--- src/rtl/dmem_resp_pkg.sv ---
// Shared types for the multi-cycle data-memory responder.
// Holds the FSM state enum, the latched request bundle and the index-width helper.
package dmem_resp_pkg;

  typedef enum logic [1:0] {
    IDLE,
    WAIT,
    RESP
  } dmem_resp_state_t;

  typedef struct packed {
    logic        we;
    logic [31:0] addr;
    logic [31:0] wdata;
    logic [3:0]  be;
  } dmem_req_t;

  function automatic int unsigned idx_w(
    input int unsigned depth
  );
    return $clog2(depth);
  endfunction

endpackage

--- src/rtl/dmem_resp_ram.sv ---
// Byte-enabled single-port synchronous RAM, one access per enabled edge.
// Ports: en/we/be/idx/wd in, rd out (registered read data, held until next read).
module dmem_resp_ram #(
  parameter int unsigned DEPTH = 64,
  parameter int unsigned IW    = 6
) (
  input  logic          clk,
  input  logic          en,
  input  logic          we,
  input  logic [3:0]    be,
  input  logic [IW-1:0] idx,
  input  logic [31:0]   wd,
  output logic [31:0]   rd
);

  logic [31:0] mem_q [DEPTH];
  logic [31:0] rd_q;

  always_ff @(posedge clk) begin
    if (en) begin
      if (we) begin
        for (int i = 0; i < 4; i++) begin
          if (be[i]) begin
            mem_q[idx][8*i +: 8] <= wd[8*i +: 8];
          end
        end
      end else begin
        rd_q <= mem_q[idx];
      end
    end
  end

  assign rd = rd_q;

endmodule

--- src/rtl/dmem_responder.sv ---
// Multi-cycle data-memory responder: req handshake, WAIT_CYCLES wait states,
// word read / byte-enabled write, rsp handshake. Ports: clk, reset (async,
// active-low), req_* in/req_ready out, rsp_valid/rsp_rdata/rsp_err out, rsp_ready in.
// Optional: DMEM_RESP_MISALIGN_CHECK_EN faults requests with addr[1:0] != 0.
module dmem_responder
  import dmem_resp_pkg::*;
#(
  parameter int unsigned DEPTH_WORDS = 64,
  parameter int unsigned WAIT_CYCLES = 2,
  parameter logic [31:0] BASE_ADDR   = 32'h0000_0000
) (
  input  logic        clk,
  input  logic        reset,
  input  logic        req_valid,
  output logic        req_ready,
  input  logic        req_we,
  input  logic [31:0] req_addr,
  input  logic [31:0] req_wdata,
  input  logic [3:0]  req_be,
  output logic        rsp_valid,
  input  logic        rsp_ready,
  output logic [31:0] rsp_rdata,
  output logic        rsp_err
);

  localparam int unsigned IW = idx_w(DEPTH_WORDS);
  localparam logic [31:0] SPAN = 32'(DEPTH_WORDS * 4);
  localparam logic [3:0] WLOAD =
    (WAIT_CYCLES == 0) ? 4'd0 : 4'(WAIT_CYCLES - 1);

  dmem_resp_state_t state_q, state_d;
  logic [3:0]       cnt_q, cnt_d;
  dmem_req_t        req_q, req_d;
  logic             err_q, err_d;
  logic             rd_ok_q, rd_ok_d;

  dmem_req_t   req_in;
  dmem_req_t   acc;
  logic        go;
  logic        below;
  logic [31:0] offset;
  logic        mis;
  logic        fault;
  logic [31:0] ram_rd;

  assign req_in = '{
    we:    req_we,
    addr:  req_addr,
    wdata: req_wdata,
    be:    req_be
  };

  // With zero wait states the access fires on the accept edge,
  // before req_q holds the request, so decode the live inputs.
  assign acc = (state_q == IDLE) ? req_in : req_q;

  // Borrow out of the subtraction flags addr < BASE_ADDR.
  assign {below, offset} = {1'b0, acc.addr} - {1'b0, BASE_ADDR};

`ifdef DMEM_RESP_MISALIGN_CHECK_EN
  assign mis = |acc.addr[1:0];
`else
  assign mis = 1'b0;
`endif

  assign fault = below | (offset >= SPAN) | mis;

  always_comb begin
    state_d   = state_q;
    cnt_d     = cnt_q;
    req_d     = req_q;
    err_d     = err_q;
    rd_ok_d   = rd_ok_q;
    go        = 1'b0;
    req_ready = 1'b0;
    rsp_valid = 1'b0;
    unique case (state_q)
      IDLE: begin
        req_ready = 1'b1;
        if (req_valid) begin
          req_d = req_in;
          if (WAIT_CYCLES == 0) begin
            state_d = RESP;
            go      = 1'b1;
          end else begin
            cnt_d   = WLOAD;
            state_d = WAIT;
          end
        end
      end
      WAIT: begin
        if (cnt_q == 4'd0) begin
          state_d = RESP;
          go      = 1'b1;
        end else begin
          cnt_d = 4'(cnt_q - 4'd1);
        end
      end
      RESP: begin
        rsp_valid = 1'b1;
        if (rsp_ready) begin
          state_d = IDLE;
          err_d   = 1'b0;
          rd_ok_d = 1'b0;
        end
      end
      default: begin
        state_d = IDLE;
      end
    endcase
    if (go) begin
      err_d   = fault;
      rd_ok_d = ~acc.we & ~fault;
    end
  end

  always_ff @(posedge clk or negedge reset) begin
    if (!reset) begin
      state_q <= IDLE;
      cnt_q   <= '0;
      req_q   <= '0;
      err_q   <= 1'b0;
      rd_ok_q <= 1'b0;
    end else begin
      state_q <= state_d;
      cnt_q   <= cnt_d;
      req_q   <= req_d;
      err_q   <= err_d;
      rd_ok_q <= rd_ok_d;
    end
  end

  dmem_resp_ram #(
    .DEPTH(DEPTH_WORDS),
    .IW   (IW)
  ) u_ram (
    .clk(clk),
    .en (go),
    .we (acc.we & ~fault),
    .be (acc.be),
    .idx(offset[IW+1:2]),
    .wd (acc.wdata),
    .rd (ram_rd)
  );

  // RAM read register is not reset; gate it so writes, faults
  // and idle cycles show zero.
  assign rsp_rdata = rd_ok_q ? ram_rd : 32'h0;
  assign rsp_err   = err_q;

endmodule

--- config.mk ---
export PLATFORM = sky130hd
export DESIGN_NAME = dmem_responder
export DESIGN_NICKNAME = d
export VERILOG_FILES = /design/src/rtl/dmem_resp_pkg.sv /design/src/rtl/dmem_resp_ram.sv /design/src/rtl/dmem_responder.sv
export SDC_FILE = /design/constraint.sdc
export NUM_CORES = 2
export LEC_CHECK = 0
export CAP_MARGIN = 20
export CORE_MARGIN = 2
export CORE_UTILIZATION = 25
export DETAILED_ROUTE_END_ITERATION = 8
export SLEW_MARGIN = 20
export SYNTH_ARGS = -nofsm -noshare
export SYNTH_HDL_FRONTEND = slang
export SYNTH_SLANG_ARGS = --single-unit
--- constraint.sdc ---
create_clock -name clk -period 4.1 [get_ports clk]
set_clock_uncertainty 0.05 [all_clocks]
set_input_delay 0.82 -clock clk [delete_from_list [all_inputs] [get_ports clk]]
set_output_delay 0.82 -clock clk [all_outputs]
set_load 0.02 [all_outputs]
==> run summary <==
The peak supply drop is 0.581 mV. TritonCTS built the clock tree. The post-route DRC violation count came out at 0.

The setup TNS came out at 0 ns. Setup violations remaining at the end of the flow were counted as 0. Synthesis produced a netlist whose cell count is 4953. Setup repair after global routing left no endpoint under its margin. The dominant register cell in the synthesized netlist is edfxtp_1. The source of the worst register-to-register timing path is state_q[0]. The number of endpoints with negative hold slack in the final report came to 0. The peak per-stage delay on the critical path came out at 0.54 ns. The portion of the clock cycle consumed by the worst path in the final layout is 97.2%. Traced cell by cell, the critical path runs through or2_4, inv_2, mux2_8, buf_12, buf_4, buf_12, mux2_2, a222oi_1, a31oi_1, a2111oi_0, nand4b_1. Clock-pin slew was measured on the worst setup and hold paths at 0.06 ns. The data required time of the worst path came out at 4.60 ns. The synthesized design devotes to its leading area cell type 75.6% of total area. The post-route cell area is 0.103 sq mm.

The layout-stage area growth over the synthesis result came out at 25.0%. The effective utilization at floorplan came out at 25.1%. Entering global routing, the biggest net connects 65 pins.

Synthesis produced a netlist with a net count of 5028. The count of routing violations after the opening detailed-route iteration is 7949. The post-layout utilization of the core came out at 31.3%. The fraction of registers with async set or reset after synthesis came out at 3.48%. The tightest slew margin relative to the limit is 18.8%. The cell depth of the worst hold path is 1.

The slowest stage of the critical path belongs to the cell mux2_8. The fraction of final layout cells sized beyond drive strength 1 came out at 25.0%. The startpoint identified for the worst hold timing path is cnt_q[0]. The number of antenna violations at the first check in global routing is 10. The type of the setup path with the least slack is reg -> reg. The number of search-and-repair iterations in the first detailed-routing pass is 9.

The post-place instance area is 0.0965 sq mm. The overall power of the completed layout came out at 76.1 mW. The worst setup slack before clock tree synthesis came out at -0.516 ns. The worst setup path is launched from a flop. The floorplan die width came out at 579 microns. Dividing the detail-routed wire length by the instance count gives 26.3 microns.

The worst register-to-register path has a setup slack of 0.11 ns. The highest attainable clock frequency came out at 251 MHz. The power density relative to cell area came out at 737 mW/mm^2. The HPWL after detailed placement came out at 183000 microns.

The post-synthesis sequential area ratio is 77.9%. The clock passes through at most 3 buffers. The routability congestion estimate from global placement came out at 0.904. The overall die area came out at 0.335 sq mm. The netlist uses 64 different library cells. By area the synthesized netlist is led by edfxtp_1 (76%), a22oi_1 (4.0%), mux2_2 (2.3%), dfrtp_1 (2.3%), a222oi_1 (2.0%). The post-route worst setup slack is 0.113 ns. The clock drives 2155 sinks. The remaining global-route overflow came out at 0. The final net count came out at 5908.

The number of synthesized register bits is 2155. The synthesized design spends more area on one cell type than any other, namely edfxtp_1. After detailed routing, the number of vias per cell comes to 5.12. Pin placement for this block handled 108 I/O pins.

The mapped netlist covers 0.0826 sq mm. The source-to-sink clock delay at the later pin of the worst-skew pair is 0.87 ns. The number of placement rows came out at 211. The via count of the first global-routing pass is 51700.

Tracing the worst setup path back leads to its startpoint at state_q[0]. The number of violations of the max-capacitance limit is 0. The flow ran to the end, and the final reports show no timing, DRC or antenna violations. The H-tree was split into 4 levels.

The leakage power summed over all cells is 33.4 nW. Port buffering added 105 buffers. The cell count of the worst reg-to-reg path came out at 11.

The destination of the worst hold path is cnt_q[0]. The overall routing resource usage is 15.8%. By instance count, the cell type seen most on the critical path is buf_12. The cell sitting at the root of the clock tree is a clkbuf_16.

The core area came out at 0.329 sq mm. The time the worst path needs with I/O delays and setup is 3.99 ns. The die is 579 microns tall.

The slew of the pin with the lowest slew margin came out at 1.21 ns. Along the worst path, the maximum fanout reaches 16. The class of the tightest hold or removal check is reg -> reg. The number of post-CTS setup repair buffers came out at 0. The critical path data arrival time is 4.49 ns. In this run the critical register-to-register path is captured at u_ram.rd[9]. The count of vias placed by the detailed router is 53200. The wire length of the first global-routing pass is 384000 microns. The post-route antenna net violation count came out at 0. The max-slew violation total from the final report is 0.

The number of standard cells in the final layout excluding fillers is 10400. The number of enable-type register cells in the synthesized netlist is 2080. The Yosys step of the flow raised 0 warnings. The mean instance size in the synthesized netlist came out at 16.7 sq um. The number of buffers inserted during clock tree synthesis came out at 203. After detailed placement, the design holds a cell count of 9993. The total wire length after detailed routing came out at 273000 microns. The final hold slack is 0.452 ns. STA classifies the critical path endpoint as a flop.
[synth_stat cells (all sizes together) (9+ instances only)]
master	count
edfxtp	2080
a22oi	436
nand2	338
nor3	210
clkbuf	191
buf	179
mux2	171
a31oi	166
o21ai	164
a222oi	163
mux2i	132
nor2	110
dfrtp	75
nand4	58
a221oi	47
a22o	47
a21oi	44
and3	36
and2	35
nand3	31
o22a	30
a2111oi	28
nor4	25
o22ai	23
and4	14
o221ai	12
or4	9
[cells in the final DEF, fill, tap and decap left out, drive strengths merged, types with 6 or more instances in the layout]
cell type,n
edfxtp,2080
buf,940
a22oi,436
nand2,338
clkbuf,257
nor3,210
mux2,171
a31oi,166
o21ai,164
a222oi,163
mux2i,132
nor2,110
clkdlybuf4s50,104
clkinv,96
dfrtp,75
nand4,58
a221oi,47
a22o,47
a21oi,44
and3,36
and2,35
nand3,31
o22a,30
a2111oi,28
nor4,25
o22ai,23
bufinv,20
and4,14
inv,13
o221ai,12
or4,9
diode,8
o211ai,8
nand2b,8
o21a,8
clkinvlp,7
a41oi,6
[registers in the layout, summed over array words and instances (netlist names)]
register / flops
u_ram.rd: 32
u_ram.mem_q: 2048
cnt_q: 4
state_q: 2
req_q: 67
rsp_err: 1
rd_ok_q: 1
[logic make-up after synthesis]
logic type	synth area share [%]
DFF	77.9
adders and majority gates	0.0303
xor gates and xnor gates	0.0212
and+or+nand+nor	5.18
buffers and inverters	1.98
AOI/OAI and AO/OA	10.9
muxes	3.94
[per-layer routing]
metal	share of wire (%)	wire length, microns	global-route usage [%]
met2	46	127000	25.3
met3	10	28200	3.07
met5	0.0048	13	0
met1	39	106000	21.0
met4	4.3	11600	6.55
[final cells by class]
| type | instances | area, sq um |
|---|---|---|
| Timing Repair Buffer | 1045 | 9640 |
| Multi-Input combinational cell | 2420 | 17100 |
| Clock inverter | 128 | 1250 |
| Inverter | 8 | 30.0 |
| Fill cell | 31900 | 226000 |
| Antenna cell | 8 | 20.0 |
| Sequential cell | 2155 | 64300 |
| Tap cell | 4366 | 5460 |
| Clock buffer | 257 | 5400 |
[timing repair]
| item | in CTS | in global routing |
|---|---|---|
| resized for setup | 0 | 1 |
| endpoints found under the setup margin | 0 | 1 |
| hold buffers | 1 | 0 |
| endpoints found under the hold margin | 47 | 0 |
[power breakdown]
part	internal (mW)	total, mW	leakage (nW)	switching, mW
sequential	29.6	29.9	19.7	0.382
combinational	8.85	27.3	10.5	18.4
clock	10.6	18.9	3.24	8.28
[worst max path at each step]
stage                          to  cells past startpoint
3_5_place_dp         u_ram.rd[30]                     15
2_1_floorplan  u_ram.mem_q[11][0]                      9
4_1_cts               u_ram.rd[9]                     11
5_1_grt              u_ram.rd[29]                     12
3_3_place_gp         u_ram.rd[30]                     15
6_report              u_ram.rd[9]                     11
[worst max-delay path, delay by kind of cell, from the launching register on]
family | cells | cell delay, ns
AOI/OAI and AO/OA | 3 | 1.09
muxes | 2 | 0.80
buffers and inverters | 4 | 0.66
and+or+nand+nor | 2 | 0.61
DFF | 1 | 0.45
Power figures use the tool's default switching activity.
